**src/rtl/axi4_burst_traffic_master_if.sv**
```systemverilog
`timescale 1ns/1ps
// AXI4 channel bundle between the burst traffic master and the interconnect slave port.
// The master modport drives AW/W/AR and the B/R ready strobes; the slave modport is the mirror.
interface axi4_burst_traffic_master_if #(
  parameter int ADDR_WIDTH = 16,
  parameter int DATA_WIDTH = 32,
  parameter int ID_WIDTH   = 18
);
  // write address channel
  logic [ID_WIDTH-1:0]     AWID;
  logic [ADDR_WIDTH-1:0]   AWADDR;
  logic [7:0]              AWLEN;
  logic [2:0]              AWSIZE;
  logic [1:0]              AWBURST;
  logic                    AWVALID;
  logic                    AWREADY;
  // write data channel
  logic [DATA_WIDTH-1:0]   WDATA;
  logic [DATA_WIDTH/8-1:0] WSTRB;
  logic                    WLAST;
  logic                    WVALID;
  logic                    WREADY;
  // write response channel
  logic [ID_WIDTH-1:0]     BID;
  logic [1:0]              BRESP;
  logic                    BVALID;
  logic                    BREADY;
  // read address channel
  logic [ID_WIDTH-1:0]     ARID;
  logic [ADDR_WIDTH-1:0]   ARADDR;
  logic [7:0]              ARLEN;
  logic [2:0]              ARSIZE;
  logic [1:0]              ARBURST;
  logic                    ARVALID;
  logic                    ARREADY;
  // read data channel
  logic [ID_WIDTH-1:0]     RID;
  logic [DATA_WIDTH-1:0]   RDATA;
  logic [1:0]              RRESP;
  logic                    RLAST;
  logic                    RVALID;
  logic                    RREADY;

  modport master (
    output AWID, AWADDR, AWLEN, AWSIZE, AWBURST, AWVALID,
    input  AWREADY,
    output WDATA, WSTRB, WLAST, WVALID,
    input  WREADY,
    input  BID, BRESP, BVALID,
    output BREADY,
    output ARID, ARADDR, ARLEN, ARSIZE, ARBURST, ARVALID,
    input  ARREADY,
    input  RID, RDATA, RRESP, RLAST, RVALID,
    output RREADY
  );

  modport slave (
    input  AWID, AWADDR, AWLEN, AWSIZE, AWBURST, AWVALID,
    output AWREADY,
    input  WDATA, WSTRB, WLAST, WVALID,
    output WREADY,
    output BID, BRESP, BVALID,
    input  BREADY,
    input  ARID, ARADDR, ARLEN, ARSIZE, ARBURST, ARVALID,
    output ARREADY,
    output RID, RDATA, RRESP, RLAST, RVALID,
    input  RREADY
  );
endinterface

```
**src/rtl/axi4_burst_traffic_master.sv**
```systemverilog
`timescale 1ns/1ps
// AXI4 burst traffic generator/checker for bring-up.
// A pass writes NUM_BURSTS INCR bursts of a seed+k counting pattern, reads them back and
// compares every beat. Errors are counted (saturating) but never abort the pass.
module axi4_burst_traffic_master #(
  parameter int              ADDR_WIDTH = 16,
  parameter int              DATA_WIDTH = 32,
  parameter int              ID_WIDTH   = 18,
  parameter int unsigned     TXN_ID     = 0,
  parameter int              BURST_LEN  = 16,
  parameter int              NUM_BURSTS = 4,
  parameter longint unsigned BASE_ADDR  = 0
) (
  input  logic                  ACLK,
  input  logic                  ARESET,
  input  logic                  start,
  input  logic [DATA_WIDTH-1:0] seed,
  output logic                  busy,
  output logic                  done,
  output logic                  pass,
  output logic                  resp_err,
  output logic [15:0]           err_count,
  axi4_burst_traffic_master_if.master bus
);

  localparam int                     STRB_WIDTH   = DATA_WIDTH / 8;
  localparam logic [7:0]             LEN_V        = 8'(BURST_LEN - 1);
  localparam logic [2:0]             SIZE_V       = 3'($clog2(STRB_WIDTH));
  localparam logic [ADDR_WIDTH-1:0]  STRIDE_V     = ADDR_WIDTH'(BURST_LEN * STRB_WIDTH);
  localparam logic [ADDR_WIDTH-1:0]  BASE_V       = ADDR_WIDTH'(BASE_ADDR);
  localparam logic [ID_WIDTH-1:0]    ID_V         = ID_WIDTH'(TXN_ID);
  localparam logic [15:0]            LAST_BURST_V = 16'(NUM_BURSTS - 1);
  localparam logic [DATA_WIDTH-1:0]  ONE_V        = {{(DATA_WIDTH-1){1'b0}}, 1'b1};
  localparam logic [STRB_WIDTH-1:0]  STRB_ALL_V   = {STRB_WIDTH{1'b1}};

  typedef enum logic [2:0] {
    ST_IDLE = 3'd0,
    ST_WA   = 3'd1,
    ST_WD   = 3'd2,
    ST_WB   = 3'd3,
    ST_RA   = 3'd4,
    ST_RD   = 3'd5,
    ST_DONE = 3'd6
  } state_t;

  // saturating error-count increment; the count pins at all-ones
  function automatic logic [15:0] sat_inc(input logic [15:0] value, input logic hit);
    if (hit && (value != 16'hFFFF)) begin
      return value + 16'd1;
    end else begin
      return value;
    end
  endfunction

  state_t                  state_r;
  logic [15:0]             burst_r;
  logic [7:0]              beat_r;
  logic [DATA_WIDTH-1:0]   seed_r;
  logic [DATA_WIDTH-1:0]   wpat_r;
  logic [DATA_WIDTH-1:0]   rpat_r;
  logic [ADDR_WIDTH-1:0]   awaddr_r;
  logic [ADDR_WIDTH-1:0]   araddr_r;
  logic                    awvalid_r;
  logic                    wvalid_r;
  logic                    wlast_r;
  logic                    bready_r;
  logic                    arvalid_r;
  logic                    rready_r;
  logic                    busy_r;
  logic                    done_r;
  logic                    pass_r;
  logic                    resp_err_r;
  logic [15:0]             err_count_r;

  logic                    err_hit_s;
  logic                    resp_hit_s;
  logic [15:0]             err_next_s;

  // classify the response beat accepted this cycle (B in WB, R in RD) as error / response error
  always_comb begin
    err_hit_s  = 1'b0;
    resp_hit_s = 1'b0;
    case (state_r)
      ST_WB: begin
        if (bus.BVALID) begin
          err_hit_s  = (bus.BRESP != 2'b00) || (bus.BID != ID_V);
          resp_hit_s = (bus.BRESP != 2'b00);
        end else begin
          err_hit_s  = 1'b0;
          resp_hit_s = 1'b0;
        end
      end
      ST_RD: begin
        if (bus.RVALID) begin
          err_hit_s  = (bus.RDATA != rpat_r) || (bus.RRESP != 2'b00) ||
                       (bus.RID != ID_V) || (bus.RLAST != (beat_r == LEN_V));
          resp_hit_s = (bus.RRESP != 2'b00);
        end else begin
          err_hit_s  = 1'b0;
          resp_hit_s = 1'b0;
        end
      end
      default: begin
        err_hit_s  = 1'b0;
        resp_hit_s = 1'b0;
      end
    endcase
    err_next_s = sat_inc(err_count_r, err_hit_s);
  end

  // pass sequencer: write phase, read-back phase, one-cycle DONE; all handshake outputs registered
  always_ff @(posedge ACLK) begin
    if (ARESET) begin
      state_r     <= ST_IDLE;
      burst_r     <= 16'd0;
      beat_r      <= 8'd0;
      seed_r      <= '0;
      wpat_r      <= '0;
      rpat_r      <= '0;
      awaddr_r    <= '0;
      araddr_r    <= '0;
      awvalid_r   <= 1'b0;
      wvalid_r    <= 1'b0;
      wlast_r     <= 1'b0;
      bready_r    <= 1'b0;
      arvalid_r   <= 1'b0;
      rready_r    <= 1'b0;
      busy_r      <= 1'b0;
      done_r      <= 1'b0;
      pass_r      <= 1'b0;
      resp_err_r  <= 1'b0;
      err_count_r <= 16'd0;
    end else begin
      case (state_r)
        ST_IDLE: begin
          if (start) begin
            seed_r      <= seed;
            wpat_r      <= seed;
            err_count_r <= 16'd0;
            resp_err_r  <= 1'b0;
            pass_r      <= 1'b0;
            burst_r     <= 16'd0;
            awaddr_r    <= BASE_V;
            awvalid_r   <= 1'b1;
            busy_r      <= 1'b1;
            state_r     <= ST_WA;
          end
        end
        ST_WA: begin
          if (bus.AWREADY) begin
            awvalid_r <= 1'b0;
            wvalid_r  <= 1'b1;
            wlast_r   <= (LEN_V == 8'd0);
            beat_r    <= 8'd0;
            state_r   <= ST_WD;
          end
        end
        ST_WD: begin
          if (bus.WREADY) begin
            wpat_r <= wpat_r + ONE_V;
            if (wlast_r) begin
              wvalid_r <= 1'b0;
              wlast_r  <= 1'b0;
              bready_r <= 1'b1;
              state_r  <= ST_WB;
            end else begin
              beat_r  <= beat_r + 8'd1;
              wlast_r <= ((beat_r + 8'd1) == LEN_V);
            end
          end
        end
        ST_WB: begin
          if (bus.BVALID) begin
            bready_r    <= 1'b0;
            err_count_r <= err_next_s;
            if (resp_hit_s) begin
              resp_err_r <= 1'b1;
            end
            if (burst_r == LAST_BURST_V) begin
              burst_r   <= 16'd0;
              araddr_r  <= BASE_V;
              arvalid_r <= 1'b1;
              rpat_r    <= seed_r;
              state_r   <= ST_RA;
            end else begin
              burst_r   <= burst_r + 16'd1;
              awaddr_r  <= awaddr_r + STRIDE_V;
              awvalid_r <= 1'b1;
              state_r   <= ST_WA;
            end
          end
        end
        ST_RA: begin
          if (bus.ARREADY) begin
            arvalid_r <= 1'b0;
            rready_r  <= 1'b1;
            beat_r    <= 8'd0;
            state_r   <= ST_RD;
          end
        end
        ST_RD: begin
          if (bus.RVALID) begin
            err_count_r <= err_next_s;
            rpat_r      <= rpat_r + ONE_V;
            if (resp_hit_s) begin
              resp_err_r <= 1'b1;
            end
            // burst length is counted locally; a missing or early RLAST does not end the burst
            if (beat_r == LEN_V) begin
              rready_r <= 1'b0;
              if (burst_r == LAST_BURST_V) begin
                done_r  <= 1'b1;
                pass_r  <= (err_next_s == 16'd0);
                state_r <= ST_DONE;
              end else begin
                burst_r   <= burst_r + 16'd1;
                araddr_r  <= araddr_r + STRIDE_V;
                arvalid_r <= 1'b1;
                state_r   <= ST_RA;
              end
            end else begin
              beat_r <= beat_r + 8'd1;
            end
          end
        end
        ST_DONE: begin
          done_r  <= 1'b0;
          busy_r  <= 1'b0;
          state_r <= ST_IDLE;
        end
        default: begin
          awvalid_r <= 1'b0;
          wvalid_r  <= 1'b0;
          bready_r  <= 1'b0;
          arvalid_r <= 1'b0;
          rready_r  <= 1'b0;
          busy_r    <= 1'b0;
          done_r    <= 1'b0;
          state_r   <= ST_IDLE;
        end
      endcase
    end
  end

  // static burst attributes are only presented while a pass is active so reset shows all zeros
  assign bus.AWID    = busy_r ? ID_V   : '0;
  assign bus.AWADDR  = awaddr_r;
  assign bus.AWLEN   = busy_r ? LEN_V  : 8'h00;
  assign bus.AWSIZE  = busy_r ? SIZE_V : 3'b000;
  assign bus.AWBURST = busy_r ? 2'b01  : 2'b00;
  assign bus.AWVALID = awvalid_r;
  assign bus.WDATA   = wpat_r;
  assign bus.WSTRB   = busy_r ? STRB_ALL_V : '0;
  assign bus.WLAST   = wlast_r;
  assign bus.WVALID  = wvalid_r;
  assign bus.BREADY  = bready_r;
  assign bus.ARID    = busy_r ? ID_V   : '0;
  assign bus.ARADDR  = araddr_r;
  assign bus.ARLEN   = busy_r ? LEN_V  : 8'h00;
  assign bus.ARSIZE  = busy_r ? SIZE_V : 3'b000;
  assign bus.ARBURST = busy_r ? 2'b01  : 2'b00;
  assign bus.ARVALID = arvalid_r;
  assign bus.RREADY  = rready_r;

  assign busy      = busy_r;
  assign done      = done_r;
  assign pass      = pass_r;
  assign resp_err  = resp_err_r;
  assign err_count = err_count_r;

endmodule
```
**src/flat_wrapper.sv**
```systemverilog
// flat-port wrapper written by rule: the top's interface ports become plain ports
module axi4_burst_traffic_master_flat 
#(
  parameter int              ADDR_WIDTH = 16,
  parameter int              DATA_WIDTH = 32,
  parameter int              ID_WIDTH   = 18,
  parameter int unsigned     TXN_ID     = 0,
  parameter int              BURST_LEN  = 16,
  parameter int              NUM_BURSTS = 4,
  parameter longint unsigned BASE_ADDR  = 0
)
  (ACLK, ARESET, start, seed, busy, done, pass, resp_err, err_count, bus_AWID, bus_AWADDR, bus_AWLEN, bus_AWSIZE, bus_AWBURST, bus_AWVALID, bus_AWREADY, bus_WDATA, bus_WSTRB, bus_WLAST, bus_WVALID, bus_WREADY, bus_BID, bus_BRESP, bus_BVALID, bus_BREADY, bus_ARID, bus_ARADDR, bus_ARLEN, bus_ARSIZE, bus_ARBURST, bus_ARVALID, bus_ARREADY, bus_RID, bus_RDATA, bus_RRESP, bus_RLAST, bus_RVALID, bus_RREADY);
  axi4_burst_traffic_master_if #(.ADDR_WIDTH(ADDR_WIDTH), .DATA_WIDTH(DATA_WIDTH), .ID_WIDTH(ID_WIDTH)) bus_i ();
  input  logic ACLK;
  input  logic ARESET;
  input  logic start;
  input  logic [DATA_WIDTH-1:0] seed;
  output logic busy;
  output logic done;
  output logic pass;
  output logic resp_err;
  output logic [15:0] err_count;
  output wire logic [$bits(bus_i.AWID)-1:0] bus_AWID;
  output wire logic [$bits(bus_i.AWADDR)-1:0] bus_AWADDR;
  output wire logic [$bits(bus_i.AWLEN)-1:0] bus_AWLEN;
  output wire logic [$bits(bus_i.AWSIZE)-1:0] bus_AWSIZE;
  output wire logic [$bits(bus_i.AWBURST)-1:0] bus_AWBURST;
  output wire logic [$bits(bus_i.AWVALID)-1:0] bus_AWVALID;
  input wire logic [$bits(bus_i.AWREADY)-1:0] bus_AWREADY;
  output wire logic [$bits(bus_i.WDATA)-1:0] bus_WDATA;
  output wire logic [$bits(bus_i.WSTRB)-1:0] bus_WSTRB;
  output wire logic [$bits(bus_i.WLAST)-1:0] bus_WLAST;
  output wire logic [$bits(bus_i.WVALID)-1:0] bus_WVALID;
  input wire logic [$bits(bus_i.WREADY)-1:0] bus_WREADY;
  input wire logic [$bits(bus_i.BID)-1:0] bus_BID;
  input wire logic [$bits(bus_i.BRESP)-1:0] bus_BRESP;
  input wire logic [$bits(bus_i.BVALID)-1:0] bus_BVALID;
  output wire logic [$bits(bus_i.BREADY)-1:0] bus_BREADY;
  output wire logic [$bits(bus_i.ARID)-1:0] bus_ARID;
  output wire logic [$bits(bus_i.ARADDR)-1:0] bus_ARADDR;
  output wire logic [$bits(bus_i.ARLEN)-1:0] bus_ARLEN;
  output wire logic [$bits(bus_i.ARSIZE)-1:0] bus_ARSIZE;
  output wire logic [$bits(bus_i.ARBURST)-1:0] bus_ARBURST;
  output wire logic [$bits(bus_i.ARVALID)-1:0] bus_ARVALID;
  input wire logic [$bits(bus_i.ARREADY)-1:0] bus_ARREADY;
  input wire logic [$bits(bus_i.RID)-1:0] bus_RID;
  input wire logic [$bits(bus_i.RDATA)-1:0] bus_RDATA;
  input wire logic [$bits(bus_i.RRESP)-1:0] bus_RRESP;
  input wire logic [$bits(bus_i.RLAST)-1:0] bus_RLAST;
  input wire logic [$bits(bus_i.RVALID)-1:0] bus_RVALID;
  output wire logic [$bits(bus_i.RREADY)-1:0] bus_RREADY;
  assign bus_AWID = bus_i.AWID;
  assign bus_AWADDR = bus_i.AWADDR;
  assign bus_AWLEN = bus_i.AWLEN;
  assign bus_AWSIZE = bus_i.AWSIZE;
  assign bus_AWBURST = bus_i.AWBURST;
  assign bus_AWVALID = bus_i.AWVALID;
  assign bus_i.AWREADY = bus_AWREADY;
  assign bus_WDATA = bus_i.WDATA;
  assign bus_WSTRB = bus_i.WSTRB;
  assign bus_WLAST = bus_i.WLAST;
  assign bus_WVALID = bus_i.WVALID;
  assign bus_i.WREADY = bus_WREADY;
  assign bus_i.BID = bus_BID;
  assign bus_i.BRESP = bus_BRESP;
  assign bus_i.BVALID = bus_BVALID;
  assign bus_BREADY = bus_i.BREADY;
  assign bus_ARID = bus_i.ARID;
  assign bus_ARADDR = bus_i.ARADDR;
  assign bus_ARLEN = bus_i.ARLEN;
  assign bus_ARSIZE = bus_i.ARSIZE;
  assign bus_ARBURST = bus_i.ARBURST;
  assign bus_ARVALID = bus_i.ARVALID;
  assign bus_i.ARREADY = bus_ARREADY;
  assign bus_i.RID = bus_RID;
  assign bus_i.RDATA = bus_RDATA;
  assign bus_i.RRESP = bus_RRESP;
  assign bus_i.RLAST = bus_RLAST;
  assign bus_i.RVALID = bus_RVALID;
  assign bus_RREADY = bus_i.RREADY;
  axi4_burst_traffic_master #(.ADDR_WIDTH(ADDR_WIDTH), .DATA_WIDTH(DATA_WIDTH), .ID_WIDTH(ID_WIDTH), .TXN_ID(TXN_ID), .BURST_LEN(BURST_LEN), .NUM_BURSTS(NUM_BURSTS), .BASE_ADDR(BASE_ADDR)) u_core (.ACLK(ACLK), .ARESET(ARESET), .start(start), .seed(seed), .busy(busy), .done(done), .pass(pass), .resp_err(resp_err), .err_count(err_count), .bus(bus_i));
endmodule
```
**config.mk**
```make
export PLATFORM = sky130hd
export DESIGN_NAME = axi4_burst_traffic_master_flat
export DESIGN_NICKNAME = d
export VERILOG_FILES = /design/src/rtl/axi4_burst_traffic_master_if.sv /design/src/rtl/axi4_burst_traffic_master.sv /design/src/flat_wrapper.sv
export SDC_FILE = /design/constraint.sdc
export NUM_CORES = 1
export LEC_CHECK = 0
export CAP_MARGIN = 0
export CORE_UTILIZATION = 30
export DETAILED_ROUTE_END_ITERATION = 7
export GPL_TIMING_DRIVEN = 0
export HOLD_SLACK_MARGIN = 0.1
export SYNTH_ARGS = -nofsm -noshare
export SYNTH_HDL_FRONTEND = slang
export SYNTH_SLANG_ARGS = --single-unit
```
**constraint.sdc**
```tcl
create_clock -name ACLK -period 3.8 [get_ports ACLK]
set_clock_uncertainty 0.05 [all_clocks]
set_input_delay 0.76 -clock ACLK [delete_from_list [all_inputs] [get_ports ACLK]]
set_output_delay 0.76 -clock ACLK [all_outputs]
set_load 0.1 [all_outputs]
```
==> reports/metrics.yaml, run 1 <==
status: "completed"
final_common_cell: "clkdlybuf4s50_1"
worstSetupPathType: "in -> reg"
fmax_ghz: 0.293
antenna_found_initial: 0
layout-drive-gt1-share: 0.0862
grt_max_degree: 19
num_rows: 66
die_w_um: 185
cts_root_buf: "clkbuf_16"
max_stage_delay_ns: 0.73
r2r_slack_ns: 0.60
rsz0062_at_grt: "false"
power.switching_mw: 3.67
regToRegStartpoint: "u_core.rpat_r[19]"
final_cell_mix: "clkdlybuf4s50_1, nand2_1, dfxtp_1"
crit_path_max_fanout: 10
powerDensity_nw_per_um2: 551
ctsResizeCount: 0
path_delay_family: "simple AND/OR/NAND/NOR gates"
cp.arrival_ns: 3.72
vias_per_cell: 5.10
area_delta_synth_final_pct: 34.1
seq_power_share: 0.294
drt_iter0_drc: 1138
wire_per_inst_um: 17.5
fillers: 3381
cp-end-kind: "flop"
required_ns: 4.11
netlist_instances: 1372
coreArea_um2: 32800
synth_seq_cells: 169
htree_levels: 4
drc: 0
crit_slowest_cell: "nor4_1"
synth_flop_cell: "dfxtp_1"
tritoncts: "yes"
clockBufferDepth: 2
nets: 1779
die_y_um: 185
hold_viol: 0
cts.sinks: 169
placed_area_um2: 12900
hp-class: "reg -> reg"
firstDrtPassIters: 6
irDropWorstVdd_v: 0.000465
period_minus_slack_ns: 3.42
instances_no_fill: 2113
p_total_mw: 7.44
grt_util_all_layers: 0.214
ys_seq_area_frac: 0.336
fin_setup_tns_ns: 0
comb_power_share: 0.467
drt-total-wl_mm: 36.9
swShare: 0.493
slew_viol_final: 0
whs_ns: 0.411
numCtsBuffers: 17
clk_latency_ns: 0.44
reg2reg_to: "u_core.pass"
grt_pass1_wl_mm: 56.7
slew_headroom: 0.0987
grt_pass1_vias: 9916
endpoint: "u_core.pass"
crit_start: "bus_RID[0]"
synth_area_um2: 10100
die_area_um2: 34300
synth-edff-count: 0
r2r_cells: 10
start_util: 0.307
post-route-period-util: 0.899
port_buffers: 206
synth-async-reset-ratio: 0
leakage_nw: 4.70
worst_pin_slew_ns: 1.35
stdcell_area_um2: 13500
cp_cell_sequence: "clkdlybuf4s50_1 -> nor4_1 -> nand4_1 -> nor4_1 -> nand4_4 -> buf_6 -> nand4_1 -> mux2i_1 -> nand4_1 -> o31ai_1"
cp.depth: 10
max_cap_viol_count: 0
cp_common_cell: "nand4_1"
hpwl_mm: 28.1
hold_buffers: 0
pin_count: 269
cell_internal_pwr_mw: 3.78
clk_pin_slew_ns: 0.08
dr_total_vias: 10800
diodes: 0
post-cts-setup-buffer-count: 0
postRouteAntennaNets: 0
avgSynthCellArea_um2: 7.34
setup_viol: 0
gp_congestion: 0.917
yosys_warnings: 0
grt-ovfl-total: 0
dp.cells: 2081
ys_types: 71
start_kind: "primary input"
path_buf_inv: 2
p_clk_frac: 0.239
[layout make-up]
cell class | instances | area [um^2] | area share
Timing Repair Buffer | 206 | 2060 | 0.153
Sequential cell | 169 | 3380 | 0.250
Buffer | 160 | 918 | 0.0679
Inverter | 9 | 33.8 | 0.00250
Multi-Input combinational cell | 1095 | 5970 | 0.442
Clock buffer | 18 | 439 | 0.0325
Clock inverter | 14 | 158 | 0.0117
Tap cell | 442 | 553 | 0.0409
[Yosys cell counts, drive strengths merged (2+ instances only)]
cell,number,area [um^2]
or3,18,114
clkbuf,68,255
o31ai,13,97.6
nand2b,11,68.8
and3,29,190
xor2,22,193
nor2b,6,37.5
o22ai,14,87.6
o21ai,82,418
and4,6,52.6
a21o,2,15.0
dfxtp,169,3380
mux2i,5,50.1
o211ai,3,22.5
a31oi,13,81.3
o21a,3,22.5
a2bb2oi,6,52.6
nor4b,5,65.1
nand3b,10,75.1
or2,4,25.0
and2,6,40.0
nand4b,2,17.5
nor2,161,612
nor3b,3,27.5
nand2,191,717
xnor2,44,385
or4,4,33.8
inv,9,33.8
a22oi,17,128
a41oi,3,26.3
nand3,52,273
nor3,30,155
a21oi,148,748
a311oi,6,52.6
ha,8,100
a211oi,27,208
buf,92,663
nand4,44,290
nor4,23,144
[sequential cells by signal, summed over array words and instances, names as in the netlist, 3 cells and up]
| name | flops |
|---|---|
| u_core.beat_r | 8 |
| u_core.burst_r | 16 |
| u_core.bus.ARADDR | 10 |
| u_core.bus.AWADDR | 10 |
| u_core.bus.WDATA | 32 |
| u_core.err_count | 16 |
| u_core.rpat_r | 32 |
| u_core.seed_r | 32 |
| u_core.state_r | 3 |
[how the worst min path moves through the flow]
stage	startpoint	endpoint	slack (ns)	cells after the start
final	u_core.seed_r[18]	u_core.seed_r[18]	0.41	2
after global routing	u_core.seed_r[1]	u_core.seed_r[1]	0.43	2
after CTS	u_core.seed_r[5]	u_core.seed_r[5]	0.41	2
after detailed placement	u_core.seed_r[5]	u_core.seed_r[5]	0.40	2
after global placement	u_core.seed_r[1]	u_core.seed_r[1]	0.40	2
after floorplan	u_core.seed_r[27]	u_core.seed_r[27]	0.38	2
[worst min-delay path: cells and delay by family, from the launching register on]
family | cells | cell delay (ns)
compound gates | 1 | 0.05
simple gates | 1 | 0.05
flops | 1 | 0.31
[logic make-up (layout without fill, tap and decap cells)]
family | after synthesis | in the layout | share of synthesized area
flip-flops | 169 | 169 | 0.336
XOR/XNOR | 66 | 66 | 0.0574
buffers and inverters | 169 | 407 | 0.0945
other | 1 | 62 | 0.000372
adder cells (fa/ha/maj) | 8 | 8 | 0.00993
AO/OA/AOI/OAI | 348 | 348 | 0.205
multiplexers | 5 | 5 | 0.00497
AND/OR/NAND/NOR | 606 | 606 | 0.293
[metrics by stage]
step	utilization	setup slack (ns)
2_1_floorplan	-	0.695
3_3_place_gp	0.394	-0.233
3_5_place_dp	0.394	-0.294
4_1_cts	0.412	0.219
5_1_grt	0.412	0.0898
6_report	0.412	0.383
[per-layer routing]
metal,vias to the layer above,global-route usage,part of all wire
met2,481,0.329,0.44
li1,5336,-,-
met4,0,0.0588,0.016
met3,49,0.0474,0.082
met5,-,0,0
met1,4918,0.297,0.46
[power groups by stage]
stage	clock network [mW]	logic (mW)	registers, mW
after global placement	0	3.44	2.22
after global routing	1.87	3.68	2.22
after detailed placement	0	3.45	2.22
after floorplan	0	1.82	2.91
after CTS	1.80	3.46	2.18
final	1.78	3.48	2.19
Note: power is estimated with default switching activity, not from simulation.
==> inputs of run 2 (changes only) <==
Clock period 3.8 ns to 3 ns, I/O delays scaled along.
==> reports/metrics.yaml, run 2 (same netlist as run 1, synthesis figures left out) <==
leakage_nw: 4.88  # +3.8%
drt_iter0_drc: 896  # -21%
hold_viol: 0  # unchanged
p_clk_frac: 0.246  # +0.007
drc: 0  # unchanged
seq_power_share: 0.292  # -0.002
start_kind: "primary input"
status: "completed"
setup_viol: 0  # unchanged
final_cell_mix: "nand2_1, clkdlybuf4s50_1, dfxtp_1"
period_minus_slack_ns: 2.92
p_total_mw: 9.52  # +28%
min_to: "u_core.seed_r[17]"
htree_levels: 4  # unchanged
reg2reg_to: "u_core.pass"
cts.sinks: 169  # unchanged
worstSetupPathType: "in -> reg"
slew_headroom: 0.318  # +0.220
fmax_ghz: 0.342
firstDrtPassIters: 6  # unchanged
die_w_um: 185  # unchanged
multi_input_area_um2: 6080  # +1.8%
max_cap_viol_count: 0  # unchanged
dr_total_vias: 11000  # +1.5%
cp.arrival_ns: 3.22  # -0.50 ns
hpwl_mm: 28.1  # about the same
post-route-util: 0.418  # +0.00527
post-route-period-util: 0.974
swShare: 0.482  # -0.0101
grt_pass1_vias: 9826  # -0.91%
port_buffers: 206  # unchanged
comb_power_share: 0.462  # -0.005
antenna_found_initial: 0  # unchanged
clk_pin_slew_ns: 0.07  # about the same
postRouteAntennaNets: 0  # unchanged
min_delay_path_depth: 2  # unchanged
min-delay-start: "u_core.seed_r[17]"
start_util: 0.307  # unchanged
cts_root_buf: "clkbuf_16"
powerDensity_nw_per_um2: 695  # +26%
required_ns: 3.30  # -0.81 ns
num_rows: 66  # unchanged
power.switching_mw: 4.59  # +25%
fillers: 3398  # +0.50%
cp-end-kind: "flop"
clockBufferDepth: 2  # unchanged
die_area_um2: 34300  # unchanged
final_common_cell: "nand2_1"
diodes: 0  # unchanged
drt-total-wl_mm: 37.2  # +0.84%
hp-class: "reg -> reg"
die_y_um: 185  # unchanged
grt_pass1_wl_mm: 56.2  # -0.78%
crit_path_max_fanout: 7  # -3
coreArea_um2: 32800  # unchanged
pin_count: 269  # unchanged
irDropWorstVdd_v: 0.000575  # +24%
regToRegStartpoint: "u_core.rpat_r[26]"
grt_util_all_layers: 0.213  # -0.000878
whs_ns: 0.414  # +0.00300 ns
numCtsBuffers: 17  # unchanged
tritoncts: "yes"
r2r_cells: 10  # unchanged
nets: 1785  # +0.34%
grt-ovfl-total: 0  # unchanged
wire_per_inst_um: 17.6  # +0.60%
vias_per_cell: 5.17  # +1.3%
clk_latency_ns: 0.45  # about the same
worst_pin_slew_ns: 1.02  # -0.329 ns
area_delta_synth_final_pct: 35.9
hold_buffers: 0  # unchanged
grt_max_degree: 19  # unchanged
rsz0062_at_grt: "true"
layout-drive-gt1-share: 0.104  # +0.0182
gp_congestion: 0.901  # -1.7%
seqCellArea_um2: 3390  # +0.15%
cell_internal_pwr_mw: 4.93  # +30%
r2r_slack_ns: 0.12  # -0.48 ns
slew_viol_final: 0  # unchanged
[run 2: cell types whose count changed in the layout (fill, tap and decap cells not counted), sizes merged]
cell,before,now
buf,92,98
bufinv,0,2
clkbuf,86,87
clkdlybuf4s15,0,2
clkdlybuf4s50,206,187
clkinv,4,1
clkinvlp,4,2
dlygate4sd2,0,15
dlymetal6s2s,0,2
inv,15,16
[run 2: timing repair]
action / 4_1_cts / 5_1_grt
gates resized for setup: 25 / 30
buffers inserted: 0 / 7
gates cloned: 0 / 0
endpoints found under the setup margin: 49 / 48
pin swaps: 1 / 6
[run 2: power groups by stage]
stage,clock network [mW],logic (mW),registers [mW]
floorplan,0,2.30,3.69
global placement,0,4.35,2.82
detailed placement,0,4.37,2.82
CTS,2.37,4.36,2.77
global route,2.47,4.66,2.81
finish,2.34,4.40,2.78
[run 2: worst max-delay path by stage]
stage / start / end / slack [ns] / cells after the start
floorplan: u_core.err_count[0] / u_core.pass / 0.01 / 9
global placement: bus_RID[0] / u_core.pass / -1.01 / 10
detailed placement: bus_RID[3] / u_core.pass / -1.03 / 10
CTS: bus_RID[3] / u_core.pass / 0.006 / 10
global route: u_core.burst_r[0] / u_core.burst_r[15] / -0.10 / 10
finish: bus_RDATA[26] / u_core.pass / 0.08 / 10
[run 2: worst max-delay path, stage by stage]
cell,delay (ns)
clkdlybuf4s50_1,0.50
xnor2_2,0.24
nand4_1,0.18
nor4_4,0.49
nand4_4,0.30
buf_8,0.22
nand4_1,0.13
mux2i_1,0.21
nand4_1,0.13
o31ai_1,0.22
[run 2: through the flow]
step	area, um^2	instances	worst slack, ns	TNS [ns]
2_1_floorplan	10300	1433	0.0127	0
3_3_place_gp	12900	2081	-1.01	-30.56
3_5_place_dp	12900	2081	-1.03	-30.07
4_1_cts	13500	2111	0.00602	0
5_1_grt	13700	2118	-0.102	-0.491
6_report	13700	2118	0.0765	0
[run 2: final cells by class]
class / instances / area share
buffer: 159 / 0.0678
clock buffer: 19 / 0.0331
timing repair buffer: 213 / 0.154
tap: 442 / 0.0404
multi-input combinational: 1095 / 0.444
clock inverter: 12 / 0.0113
sequential: 169 / 0.248
inverter: 9 / 0.00247
[run 2: routing by layer]
metal / routed length [um] / up-vias / track usage
li1: - / 5330 / -
met1: 17200 / 5071 / 0.296
met2: 16300 / 505 / 0.334
met5: 0 / - / 0
met4: 731 / 0 / 0.0575
met3: 3020 / 44 / 0.0385
